`config.mk`:
```
export PLATFORM = sky130hd
export DESIGN_NAME = call_queue
export DESIGN_NICKNAME = d
export VERILOG_FILES = /design/src/rtl/call_queue.sv
export SDC_FILE = /design/constraint.sdc
export NUM_CORES = 1
export LEC_CHECK = 0
export ABC_AREA = 1
export CAP_MARGIN = 20
export CORE_MARGIN = 2
export CORE_UTILIZATION = 28
export DETAILED_ROUTE_END_ITERATION = 8
export HOLD_SLACK_MARGIN = 0.1
export SLEW_MARGIN = 5
export SYNTH_ARGS = -nofsm -noshare
export SYNTH_HDL_FRONTEND = slang
export SYNTH_SLANG_ARGS = --single-unit
```
`constraint.sdc`:
```
create_clock -name clk -period 7.8 [get_ports clk]
set_input_delay 1.95 -clock clk [delete_from_list [all_inputs] [get_ports clk]]
set_output_delay 1.95 -clock clk [all_outputs]
set_load 0.01 [all_outputs]
```
`src/rtl/call_queue.sv`:
```
// Hall-call front end: synchronises and debounces three floor buttons and keeps
// pending calls in arrival order so the movement stage always sees the oldest one.
module call_queue #(
    parameter int DEBOUNCE = 4
) (
    input  logic       clk,
    input  logic       rst,
    input  logic       btn1,
    input  logic       btn2,
    input  logic       btn3,
    input  logic       floor1,
    input  logic       floor2,
    input  logic       floor3,
    input  logic       door,
    input  logic       moving,
    output logic       led1,
    output logic       led2,
    output logic       led3,
    output logic [1:0] target,
    output logic       pending
);

    // Counter value on the edge where the DEBOUNCE-th stable cycle completes.
    localparam logic [3:0] DEB_LAST = 4'(DEBOUNCE - 1);

    logic [2:0] btn, flr;
    logic [2:0] meta, sync, deb, deb_q;
    logic [3:0] cnt [3];
    logic [2:0] press, svc, led, led_next;
    logic       multi, rm;
    logic [1:0] q [3];
    logic [1:0] q_next [3];
    logic [1:0] count, count_next, target_next;

    assign btn = {btn3, btn2, btn1};
    assign flr = {floor3, floor2, floor1};

    always_ff @(posedge clk or posedge rst) begin
        if (rst) begin
            meta  <= '0;
            sync  <= '0;
            deb   <= '0;
            deb_q <= '0;
            for (int k = 0; k < 3; k++) cnt[k] <= '0;
        end else begin
            meta  <= btn;
            sync  <= meta;
            deb_q <= deb;
            for (int k = 0; k < 3; k++) begin
                if (sync[k] == deb[k]) begin
                    cnt[k] <= '0;
                end else if (cnt[k] == DEB_LAST) begin
                    deb[k] <= sync[k];
                    cnt[k] <= '0;
                end else begin
                    cnt[k] <= cnt[k] + 4'd1;
                end
            end
        end
    end

    // Only a debounced rising level is a press; releases are silent.
    assign press = deb & ~deb_q;

    // An ambiguous floor indication must never retire a call.
    assign multi = (flr[0] & flr[1]) | (flr[0] & flr[2]) | (flr[1] & flr[2]);
    assign svc   = (door && !moving && !multi) ? flr : 3'b000;

    always_comb begin
        q_next     = '{default: 2'd0};
        count_next = 2'd0;
        rm         = 1'b0;
        // Compact surviving entries toward the head, then append new calls.
        for (int i = 0; i < 3; i++) begin
            rm = (q[i] == 2'd1 && svc[0]) || (q[i] == 2'd2 && svc[1]) ||
                 (q[i] == 2'd3 && svc[2]);
            if (i < int'(count) && !rm) begin
                q_next[count_next] = q[i];
                count_next         = count_next + 2'd1;
            end
        end
        for (int k = 0; k < 3; k++) begin
            if (press[k] && !led[k] && !svc[k] && count_next != 2'd3) begin
                q_next[count_next] = 2'(k + 1);
                count_next         = count_next + 2'd1;
            end
        end
        led_next    = (led | press) & ~svc;
        target_next = (count_next != 2'd0) ? q_next[0] : 2'd0;
    end

    always_ff @(posedge clk or posedge rst) begin
        if (rst) begin
            for (int i = 0; i < 3; i++) q[i] <= 2'd0;
            count   <= 2'd0;
            led     <= 3'b000;
            target  <= 2'd0;
            pending <= 1'b0;
        end else begin
            for (int i = 0; i < 3; i++) q[i] <= q_next[i];
            count   <= count_next;
            led     <= led_next;
            target  <= target_next;
            pending <= |led_next;
        end
    end

    assign led1 = led[0];
    assign led2 = led[1];
    assign led3 = led[2];

endmodule
```
==> summary.md <==
| Metric | Value |
|---|---|
| Outcome | `finished clean` |
| DRT antenna net count | `0` |
| Post-synthesis cell count | `250` |
| DR WL/cell | `between 10 and 15 um` |
| All-layer global routing usage | `0.101` |
| Clock latency on the worst-skew pair | `roughly 0.29 ns` |
| Clock buffer count from CTS | `5` |
| Total power | `978 uW` |
| Syn-to-layout area delta | `18.2%` |
| Synth area leader | `dfrtp_1` |
| Maximum Capacitance Violations | `0` |
| Min Tclk post-route | `roughly 6.2 ns` |
| Port Buffers | `15` |
| Die Area | `8460 sq um` |
| Syn_nets | `about 270` |
| Logic pwr share | `0.523` |
| Fin. Hold Viols | `0` |
| Largest net degree at the start of global routing | `39` |
| Post-synthesis sequential area ratio | `0.439` |
| Hold_buf cts | `0` |
| CP Max Fanout | `5` |
| Unique masters post-synth | `26` |
| Max IR drop VDD | `~0.16 mV` |
| Placer Congestion | `~0.88` |
| Via/cell ratio | `4.27` |
| Diode count | `0` |
| Drt total wl | `between 3000 and 4000 um` |
| Worst Hold Class | `flip-flop to flip-flop` |
| Root buf cell | `clkbuf_8` |
| Setup violators final | `0` |
| Slowest cell on the critical path | `clkdlybuf4s50_1` |
| Sw Ratio | `0.444` |
| Post-synth top flop | `dfrtp_1` |
| Slew @ Worst Pin | `~0.47 ns` |
| WP data required | `between 8 and 9 ns` |
| CTS Sinks | `38` |
| Grt total ovfl | `0` |
| # DRC | `0` |
| Vias in the first global route | `between 1,500 and 2,000` |
| Crit path launch type | `input pin` |
| Slew headroom | `0.686` |
| RSZ-0062 raised after global routing | `false` |
| Most frequent CP cell | `inv_1` |
| Syn avg cell area | `just under 9 sq um` |
| Die Wd | `approximately 90 um` |
| Reg clk slew, reported paths | `approximately 0.07 ns` |
| Pint | `543 uW` |
| Layout cells sized above 1 | `0.157` |
| Post-synth EDFFs | `0` |
| DR pass1 iterations | `4` |
| Initial antenna violation count | `0` |
| Post_cts resized | `0` |
| Total Nets Final | `297` |
| CTS tree | `yes` |
| Fmax achieved | `around 0.16 GHz` |
| Leak pwr | `between 1 and 1.5 nW` |
| CTS Buffer Depth | `2` |
| Slowest Stage Delay on Critical Path | `around 0.5 ns` |
| Pins Over Slew Limit | `0` |
| Routed vias | `between 1,500 and 2,000` |
| Crit path capture type | `flip-flop` |
| Count leader, synth | `nand2_1` |
| Clock Power Share | `0.167` |
| CTS HTree Levels | `2` |
| Top-level I/O count | `16` |
| PwrDens | `between 300 and 400 nW/um^2` |
| Iteration-0 DRC Markers | `46` |
| Post-CTS Setup Inserts | `0` |
| Final Skew | `0.00709 ns` |
| Setup CP Type | `input pin to flip-flop` |
| Dpl hpwl | `~3000 um` |
| First-pass GRT wire length | `6820 um` |
| Yosys top cell area share | `0.439` |
| #FFs+latches synth | `38` |
| Ranking of synthesized cells by area | `dfrtp_1 44%, ha_1 8.1%, nand2_1 7.8%` |
| Yosys warning count | `0` |
| Reg power frac | `0.309` |
| Switch Pwr | `about 430 uW` |
| Async SR Flop Fraction | `1.00` |
| Rows | `32` |
| Most frequent cells after synthesis | `45 x nand2_1, 39 x inv_1, 38 x dfrtp_1` |
| Initial Util | `0.285` |
| Total negative setup slack | `0 ns` |
| Fin crit share | `0.798` |
| Cell area after synthesis | `2170 sq um` |
| Worst hold slack | `0.349 ns` |
| WP data arrival | `approximately 6.4 ns` |
| Core area | `7610 sq um` |
| Die Y | `92.0 um` |
layout make-up:
class                           count  area (sq um)
Sequential cell                    38           951
Clock inverter                      3          40.0
Fill cell                         806          5050
Multi-Input combinational cell    169          1050
Clock buffer                        5          68.8
Inverter                           43           164
Timing Repair Buffer               16           158
Tap cell                          102           128
power by group through the flow:
stage | Sequential (mW) | Combinational, mW | Clock [mW]
2_1_floorplan | 0.299 | 0.415 | 0
3_3_place_gp | 0.306 | 0.512 | 0
3_5_place_dp | 0.307 | 0.518 | 0
4_1_cts | 0.303 | 0.520 | 0.168
5_1_grt | 0.312 | 0.596 | 0.180
6_report | 0.302 | 0.512 | 0.164
state kept, by name (all words and copies together), names as in the netlist:
register and cells:
led 3, deb 3, count 2, cnt 12, meta 3, q 6, pending 1, deb_q 3
target 2, sync 3
kinds of logic (layout without fill, tap and decap cells):
logic type,count (synthesis),after routing,synth area share
buffers and inverters,43,67,0.0756
adders and majority gates,14,14,0.0808
AOI/OAI and AO/OA,17,17,0.0479
DFF,38,38,0.439
xor gates and xnor gates,9,9,0.0364
and+or+nand+nor,129,129,0.320
critical path: cells and delay by family:
family	cells	cell delay (ns)
AND/OR/NAND/NOR	18	2.24
buffers and inverters	9	1.17
adder cells (fa/ha/maj)	4	1.05
cells in the final DEF, fill, tap and decap left out, types with 2 or more instances in the layout:
cell type	netlist	layout
o21ai_2	2	2
nand2_1	45	45
clkinv_2	0	2
inv_2	3	3
clkbuf_8	0	5
nand4_1	5	5
ha_1	14	14
nand3_2	9	9
dfrtp_1	38	38
nor2_1	34	34
nand2_2	4	4
a21oi_1	4	4
xnor2_1	6	6
nand3_1	16	16
clkdlybuf4s50_1	0	15
inv_1	39	39
o21ai_0	6	6
xor2_1	3	3
nor2_4	4	4
o211ai_1	2	2
nand2_4	8	8
path summary, 6_finish.rpt:
kind | start | end | slack (ns) | depth (start not counted)
worst max-delay path | floor2 | target[0] | 1.58 | 31
worst min-delay path | meta[2] | sync[2] | 0.35 | 0
worst max register to register | q[4] | target[0] | 3.73 | 27
worst min register to register | meta[2] | sync[2] | 0.35 | 0
max in group asynchronous | rst | count[1] | 5.40 | 3
min in group asynchronous | rst | q[0] | 2.07 | 3
through the flow:
stage / instance area [sq um] / setup slack (ns) / utilization / cells
after floorplan: 2170 / 2.23 / - / 250
after global placement: 2450 / 1.39 / 0.322 / 368
after detailed placement: 2450 / 1.29 / 0.322 / 368
after CTS: 2560 / 1.58 / 0.337 / 376
after global routing: 2560 / 1.06 / 0.337 / 376
final: 2560 / 1.58 / 0.337 / 376
routing by layer:
layer / vias up / GRT usage / share of wire
met5: - / 0 / 0
met4: 0 / 0.0348 / 0.012
met3: 6 / 0.0279 / 0.039
met2: 25 / 0.166 / 0.47
met1: 749 / 0.127 / 0.48
li1: 827 / - / -
No activity file was read; power rests on OpenSTA's default activity.
